**src/rtl/fir_serial_pkg.sv**
```systemverilog
// Shared defaults and helpers for the FIR filter's serial word interfaces.
package fir_serial_pkg;

  localparam int DATA_WIDTH_DEF = 24;
  localparam int FIFO_DEPTH_DEF = 4;

  // Width of an occupancy counter that must represent 0..depth inclusive.
  function automatic int count_width(input int depth);
    return $clog2(depth) + 1;
  endfunction

endpackage

```
**src/rtl/serial_word_fifo.sv**
```systemverilog
// Synchronous FIFO with registered storage, wrap-around pointers and an
// occupancy count. The head word is presented combinationally from storage
// (first-word-fall-through), so a word pushed into an empty FIFO is visible
// on the cycle after the push.
//
// Handshake: a pop occurs on a cycle where rd_valid and rd_ready are both
// high. A push is offered on push; it is accepted when the FIFO is not full,
// or when it is full and a pop happens on the same cycle. A rejected push
// raises drop for that cycle and leaves the contents untouched.
module serial_word_fifo
  import fir_serial_pkg::*;
#(
  parameter int WIDTH = DATA_WIDTH_DEF,
  parameter int DEPTH = FIFO_DEPTH_DEF
) (
  input  logic                          clk,
  input  logic                          rst,
  input  logic                          push,
  input  logic [WIDTH-1:0]              push_data,
  input  logic                          rd_ready,
  output logic [WIDTH-1:0]              rd_data,
  output logic                          rd_valid,
  output logic                          drop,
  output logic [count_width(DEPTH)-1:0] count
);

  localparam int PW = $clog2(DEPTH);
  localparam int CW = count_width(DEPTH);
  localparam logic [PW-1:0] PTR_ONE   = PW'(1);
  localparam logic [CW-1:0] CNT_ONE   = CW'(1);
  localparam logic [CW-1:0] CNT_DEPTH = CW'(DEPTH);

  logic [WIDTH-1:0] mem [DEPTH];
  logic [PW-1:0]    wr_ptr;
  logic [PW-1:0]    rd_ptr;
  logic             full;
  logic             empty;
  logic             pop;
  logic             push_ok;

  // Flags, handshake qualification and the masked head word.
  always_comb begin
    full     = (count == CNT_DEPTH);
    empty    = (count == '0);
    pop      = !empty && rd_ready;
    push_ok  = push && (!full || pop);
    drop     = push && full && !pop;
    rd_valid = !empty;
    rd_data  = empty ? '0 : mem[rd_ptr];
  end

  // Storage write; contents need no reset because reads are masked when empty.
  always_ff @(posedge clk) begin
    if (push_ok) begin
      mem[wr_ptr] <= push_data;
    end
  end

  // Pointers and occupancy; power-of-two depth lets pointers wrap naturally.
  always_ff @(posedge clk or posedge rst) begin
    if (rst) begin
      wr_ptr <= '0;
      rd_ptr <= '0;
      count  <= '0;
    end else begin
      if (push_ok) begin
        wr_ptr <= wr_ptr + PTR_ONE;
      end
      if (pop) begin
        rd_ptr <= rd_ptr + PTR_ONE;
      end
      case ({push_ok, pop})
        2'b10:   count <= count + CNT_ONE;
        2'b01:   count <= count - CNT_ONE;
        default: count <= count;
      endcase
    end
  end

endmodule

```
**src/rtl/serial_word_rx.sv**
```systemverilog
// Serial-to-parallel receiver: recovers LSB-first words framed by a strobe on
// the last bit, rejects short frames, and buffers good words in a FIFO with a
// ready/valid output.
module serial_word_rx
  import fir_serial_pkg::*;
#(
  parameter int DATA_WIDTH = DATA_WIDTH_DEF,
  parameter int FIFO_DEPTH = FIFO_DEPTH_DEF
) (
  input  logic                               i_clk,
  input  logic                               i_rst,
  input  logic                               i_en,
  input  logic                               i_din,
  input  logic                               i_din_valid,
  output logic [DATA_WIDTH-1:0]              o_word,
  output logic                               o_word_valid,
  input  logic                               i_word_ready,
  output logic                               o_frame_err,
  output logic                               o_overflow,
  output logic [count_width(FIFO_DEPTH)-1:0] o_fifo_count
);

  localparam int BW = $clog2(DATA_WIDTH + 1);
  localparam logic [BW-1:0] BCNT_ONE  = BW'(1);
  localparam logic [BW-1:0] BCNT_SAT  = BW'(DATA_WIDTH);
  localparam logic [BW-1:0] BCNT_LAST = BW'(DATA_WIDTH - 1);

  // Bit 0 of the conceptual shift register is shifted out before it is ever
  // part of a captured word, so only bits DATA_WIDTH-1 down to 1 are stored.
  logic [DATA_WIDTH-1:1] sr;
  logic [BW-1:0]         bcnt;
  logic                  strobe;
  logic                  good;
  logic                  fifo_drop;
  logic [DATA_WIDTH-1:0] capture;

  // Strobe qualification, frame-length check and the word being captured.
  always_comb begin
    strobe  = i_en && i_din_valid;
    good    = strobe && (bcnt >= BCNT_LAST);
    capture = {i_din, sr};
  end

  // Shift register: newest bit enters at the top, earliest ends up at bit 0.
  always_ff @(posedge i_clk or posedge i_rst) begin
    if (i_rst) begin
      sr <= '0;
    end else if (i_en) begin
      sr <= capture[DATA_WIDTH-1:1];
    end
  end

  // Enabled cycles since the last strobe, saturating at DATA_WIDTH.
  always_ff @(posedge i_clk or posedge i_rst) begin
    if (i_rst) begin
      bcnt <= '0;
    end else if (strobe) begin
      bcnt <= '0;
    end else if (i_en && (bcnt != BCNT_SAT)) begin
      bcnt <= bcnt + BCNT_ONE;
    end
  end

  // Registered one-cycle error pulses for short frames and dropped words.
  always_ff @(posedge i_clk or posedge i_rst) begin
    if (i_rst) begin
      o_frame_err <= 1'b0;
      o_overflow  <= 1'b0;
    end else begin
      o_frame_err <= strobe && !good;
      o_overflow  <= fifo_drop;
    end
  end

  serial_word_fifo #(
    .WIDTH (DATA_WIDTH),
    .DEPTH (FIFO_DEPTH)
  ) u_fifo (
    .clk       (i_clk),
    .rst       (i_rst),
    .push      (good),
    .push_data (capture),
    .rd_ready  (i_word_ready),
    .rd_data   (o_word),
    .rd_valid  (o_word_valid),
    .drop      (fifo_drop),
    .count     (o_fifo_count)
  );

endmodule

```
**config.mk**
```make
export PLATFORM = sky130hd
export DESIGN_NAME = serial_word_rx
export DESIGN_NICKNAME = d
export VERILOG_FILES = /design/src/rtl/fir_serial_pkg.sv /design/src/rtl/serial_word_fifo.sv /design/src/rtl/serial_word_rx.sv
export SDC_FILE = /design/constraint.sdc
export NUM_CORES = 1
export LEC_CHECK = 0
export BUFFER_PORTS_ARGS = -buffer_cell sky130_fd_sc_hd__buf_2
export CAP_MARGIN = 10
export CELL_PAD_IN_SITES_DETAIL_PLACEMENT = 1
export CELL_PAD_IN_SITES_GLOBAL_PLACEMENT = 1
export CORE_ASPECT_RATIO = 0.5
export CORE_MARGIN = 5
export CORE_UTILIZATION = 35
export CTS_CLUSTER_SIZE = 40
export DETAILED_ROUTE_END_ITERATION = 10
export PLACE_DENSITY_LB_ADDON = 0.1
export REMOVE_ABC_BUFFERS = 1
export SLEW_MARGIN = 0
export SYNTH_ARGS = -nofsm -noshare
export SYNTH_HDL_FRONTEND = slang
export SYNTH_HIERARCHICAL = 1
export SYNTH_SLANG_ARGS = --single-unit
export TNS_END_PERCENT = 100
```
**constraint.sdc**
```tcl
create_clock -name i_clk -period 3.2 [get_ports i_clk]
set_input_delay 0.48 -clock i_clk [delete_from_list [all_inputs] [get_ports i_clk]]
set_output_delay 0.48 -clock i_clk [all_outputs]
set_load 0.1 [all_outputs]
```
Yosys cells after proc, flatten, opt, wreduce, memory -nomap -nowiden --
Memory sizes are Yosys's and may differ from the RTL's. Index checks and enable logic that the tools add are counted.
Word-level totals: register bits 37, memory bits (writable) 96, bits of input ports 6, output and inout bits 30, word-level logic and storage cells 40, memories kept 1
Cells by class: $add $sub $neg 5, $lt $le $gt $ge 1, equality and inequality tests 4, multiplexer cells 6, reduce and logical (&&, ||, !) cells 16
Memories:
- u_fifo.mem | words 4, width 24, rd ports 1, clocked after memory_dff 0, wr ports 1, RTL line serial_word_fifo.sv:33 | logic [WIDTH-1:0] mem [DEPTH];
Operators with widths (count):
- $mux 24 | 1
- $mux 5 | 2
- $logic_and 1x1->1 | 8
- $pmux 3 s2 | 1
- $add 5x1->5 const B | 1
- $ge 5x5->1 const B | 1
- $ne 5x5->1 const B | 1
- $add 2x1->2 const B | 2
- $logic_not 1->1 | 4
- $reduce_bool 2->1 | 2
- $add 3x1->3 const B | 1
- $eq 3x3->1 const B | 1
- $logic_not 3->1 | 1
- $sub 3x1->3 const B | 1
- $eq 2x1->1 const B | 1
- $eq 2x2->1 const B | 1
- $mux 1 | 2
- $logic_or 1x1->1 | 1

Depth between registers and ports, before layout --
depth in word-level cells 7, depth in mapped cells 12

Hierarchy --
The synthesis kept the hierarchy.
By module, submodules not included:
- serial_word_fifo | times used 1, cells each 192, area an instance 4100.2 µm²
- serial_word_rx | times used 1, cells each 87, area an instance 1239.9 µm²

Least setup slack after synthesis --
OpenSTA, ideal clock, no wires.
kind flip-flop to output port, start register u_fifo.count[0], end output o_word[14], arrival 3.164 ns, required time 2.720 ns, path slack -0.444 ns, stages on the path, launching flop included 5, cells stage by stage dfrtp_1 -> or3_1 -> buf_2 -> clkbuf_1 -> and2_1
On the way: cells in the longest elaborated chain, start to end 2
Ends and longest elaborated chain:
- start: declaration | RTL line serial_word_fifo.sv:24 | output logic [count_width(DEPTH)-1:0] count
- start signal: assignment | RTL line serial_word_fifo.sv:73 | 2'b10: count <= count + CNT_ONE;
- start signal: assignment | RTL line serial_word_fifo.sv:74 | 2'b01: count <= count - CNT_ONE;
- start signal: assignment | RTL line serial_word_fifo.sv:75 | default: count <= count;
- $logic_not 3->1 | RTL line serial_word_fifo.sv:44 | empty = (count == '0);
- $mux 24 | RTL line serial_word_fifo.sv:49 | rd_data = empty ? '0 : mem[rd_ptr];
- end: declaration | RTL line serial_word_rx.sv:15 | output logic [DATA_WIDTH-1:0] o_word,
Every way passes these cells.

Worst setup path in the final report --
start register u_fifo.rd_ptr[0], end output o_word[1]
On the way: cells in the longest elaborated chain, start to end 2
Ends and longest elaborated chain:
- start: declaration | RTL line serial_word_fifo.sv:35 | logic [PW-1:0] rd_ptr;
- start signal: assignment | RTL line serial_word_fifo.sv:70 | rd_ptr <= rd_ptr + PTR_ONE;
- $mem_v2 4x24
- $mux 24 | RTL line serial_word_fifo.sv:49
Every way passes these cells.

==> results.json <==
{
  "status": "completed",
  "grt_pass1_wl_um": 16160,
  "wl_per_cell_um": 18.87,
  "cts_buffers": 17,
  "synth.distinct_cells": 33,
  "post_cts_buffers": 0,
  "clk_latency_ns": 0.41,
  "dp_hpwl_um": 5763,
  "min_period_ns": 2.681,
  "crit_fanout": 23,
  "clockBufferDepth": 2,
  "vias": 2583,
  "whs_ns": 0.004602,
  "finalMaxSlewViolations": 0,
  "syn_area_mm2": 0.005340,
  "ys_ff_latch": 133,
  "grt_pass1_vias": 2864,
  "clk_pin_slew_ns": 0.06,
  "rsz0062_at_grt": "no",
  "cts_repair_resize_count": 0,
  "overflow": 0,
  "cp.arrival_ns": 2.20,
  "num_antenna_cells": 0,
  "htree_levels": 4,
  "io-pin-count": 36,
  "nets": 344,
  "detail_route.iter0.violations": 110,
  "cts_tree": "done",
  "yosys_warnings": 6,
  "totalWireLength_um": 10210,
  "hold_viol": 0,
  "synth_edf_count": 96,
  "nFillCells": 1413,
  "drc_errors": 0,
  "clock_sinks": 133,
  "die_w_um": 184.7,
  "antenna_found_initial": 0,
  "layout-drive-gt1-share_pct": 34.69,
  "die_area_mm2": 0.01798,
  "design.core.area_mm2": 0.01470,
  "hold_class": "in -> async",
  "vias_per_cell": 4.774,
  "cp-start-kind": "flip-flop",
  "setup_viol": 0,
  "syn_to_final_growth_pct": 18.39,
  "syn_inst": 279,
  "finalCritPeriodShare_pct": 83.80,
  "grt_max_degree": 28,
  "worst_clock_skew_ns": 0.007925,
  "start_util_pct": 36.33,
  "final_common_cell": "edfxtp_1",
  "track_usage_pct": 12.14,
  "numPortBuffers": 35,
  "synthFlopType": "edfxtp_1",
  "crit_path_end_kind": "output port",
  "max-cap-violations": 0,
  "place.gp.congestion": 0.7020,
  "ctsRootBufferMaster": "clkbuf_16",
  "fmax_mhz": 372.9,
  "maxSlewHeadroom_pct": 36.71,
  "required_ns": 2.72,
  "syn_avg_cell_area_um2": 19.14,
  "final_antenna_net_count": 0,
  "first_pass_iters": 4,
  "ys_seq_area_share_pct": 71.32,
  "die_h_um": 97.35,
  "rows": 31,
  "cts_hold_buf": 0,
  "tightest_slew_ns": 0.9483,
  "critical_path_class": "reg -> out",
  "layout_common_cells": "96 x edfxtp_1, 37 x dfrtp_1, 35 x buf_2, 30 x and2_1, 24 x mux2_2",
  "reg2reg_depth": 11,
  "async_reset_ff_share_pct": 27.82
}
[Yosys cell counts (all sizes together) (2+ instances only)]
cell type | instances | share of area, %
nand3 | 3 | 0.28
xor2 | 3 | 0.49
a31oi | 2 | 0.23
nor2 | 3 | 0.21
xnor2 | 3 | 0.49
buf | 10 | 2.0
clkbuf | 2 | 0.14
mux2 | 24 | 5.1
nor3 | 2 | 0.19
dfrtp | 37 | 17
ha | 7 | 1.6
nand2 | 2 | 0.14
and2 | 30 | 3.5
o21ai | 8 | 0.82
nand4 | 2 | 0.23
inv | 11 | 0.77
mux4 | 24 | 11
edfxtp | 96 | 54
[through the flow]
step	util (%)	instances	area (um^2)	setup WS [ns]	TNS (ns)
6_report	43.01	541	6322	0.5185	0
5_1_grt	43.01	541	6322	0.3174	0
4_1_cts	43.01	541	6322	0.4693	0
3_5_place_dp	38.98	509	5731	0.6221	0
3_3_place_gp	38.98	509	5731	0.7823	0
2_1_floorplan	-	267	5228	-0.1993	-4.966
[worst max-delay path, cell delays in order, from the launching register on]
cell     delay [ns]
dfrtp_1        0.46
buf_12         0.27
mux4_1         0.58
and2_1         0.18
buf_2          0.29
[metal layers]
| metal | vias up | GRT usage (%) | wire [um] |
|---|---|---|---|
| li1 | 1180 | - | - |
| met1 | 1347 | 16.15 | 4716 |
| met2 | 42 | 18.62 | 4931 |
| met3 | 14 | 3.702 | 402 |
| met4 | 0 | 4.961 | 155 |
| met5 | - | 0 | 0 |
[worst paths after layout]
path / from / endpoint / slack [ns]
setup / recovery: u_fifo/rd_ptr[0] / o_word[1] / 0.52
hold reg to reg: u_fifo/count[2] / u_fifo/count[2] / 0.52
max in group asynchronous: i_rst / sr[2] / 2.19
hold / removal: i_rst / u_fifo/count[0] / 0.005
setup reg to reg: bcnt[0] / u_fifo/count[2] / 0.63
min in group i_clk: i_din / u_fifo/mem[3][23] / 0.30
[sequential cells by signal, summed over array words and instances (netlist names)]
register	flops
u_fifo/count	3
o_frame_err	1
u_fifo/wr_ptr	2
u_fifo/rd_ptr	2
u_fifo/mem	96
o_overflow	1
bcnt	5
sr	23
[kinds of logic after synthesis]
kind of cell	count (synthesis)	share of synthesized area (%)
AND/OR/NAND/NOR	47	5.436
multiplexers	49	15.79
buffers and inverters	23	2.882
flip-flops	133	71.32
AO/OA/AOI/OAI	13	1.570
adder cells (fa/ha/maj)	8	2.015
XOR/XNOR	6	0.9842
[layout make-up]
cell class                      instances  area, um^2  area share [%]
Multi-Input combinational cell        123        1378           21.79
Inverter                               11       41.29          0.6531
Clock inverter                         13       158.9           2.513
Tap cell                              198       247.7           3.918
Timing Repair Buffer                   44       255.2           4.037
Clock buffer                           19       432.9           6.847
Sequential cell                       133        3809           60.24
Power is not shown: default switching activity piles up to over one toggle a cycle in this logic, so the estimate is an artifact.
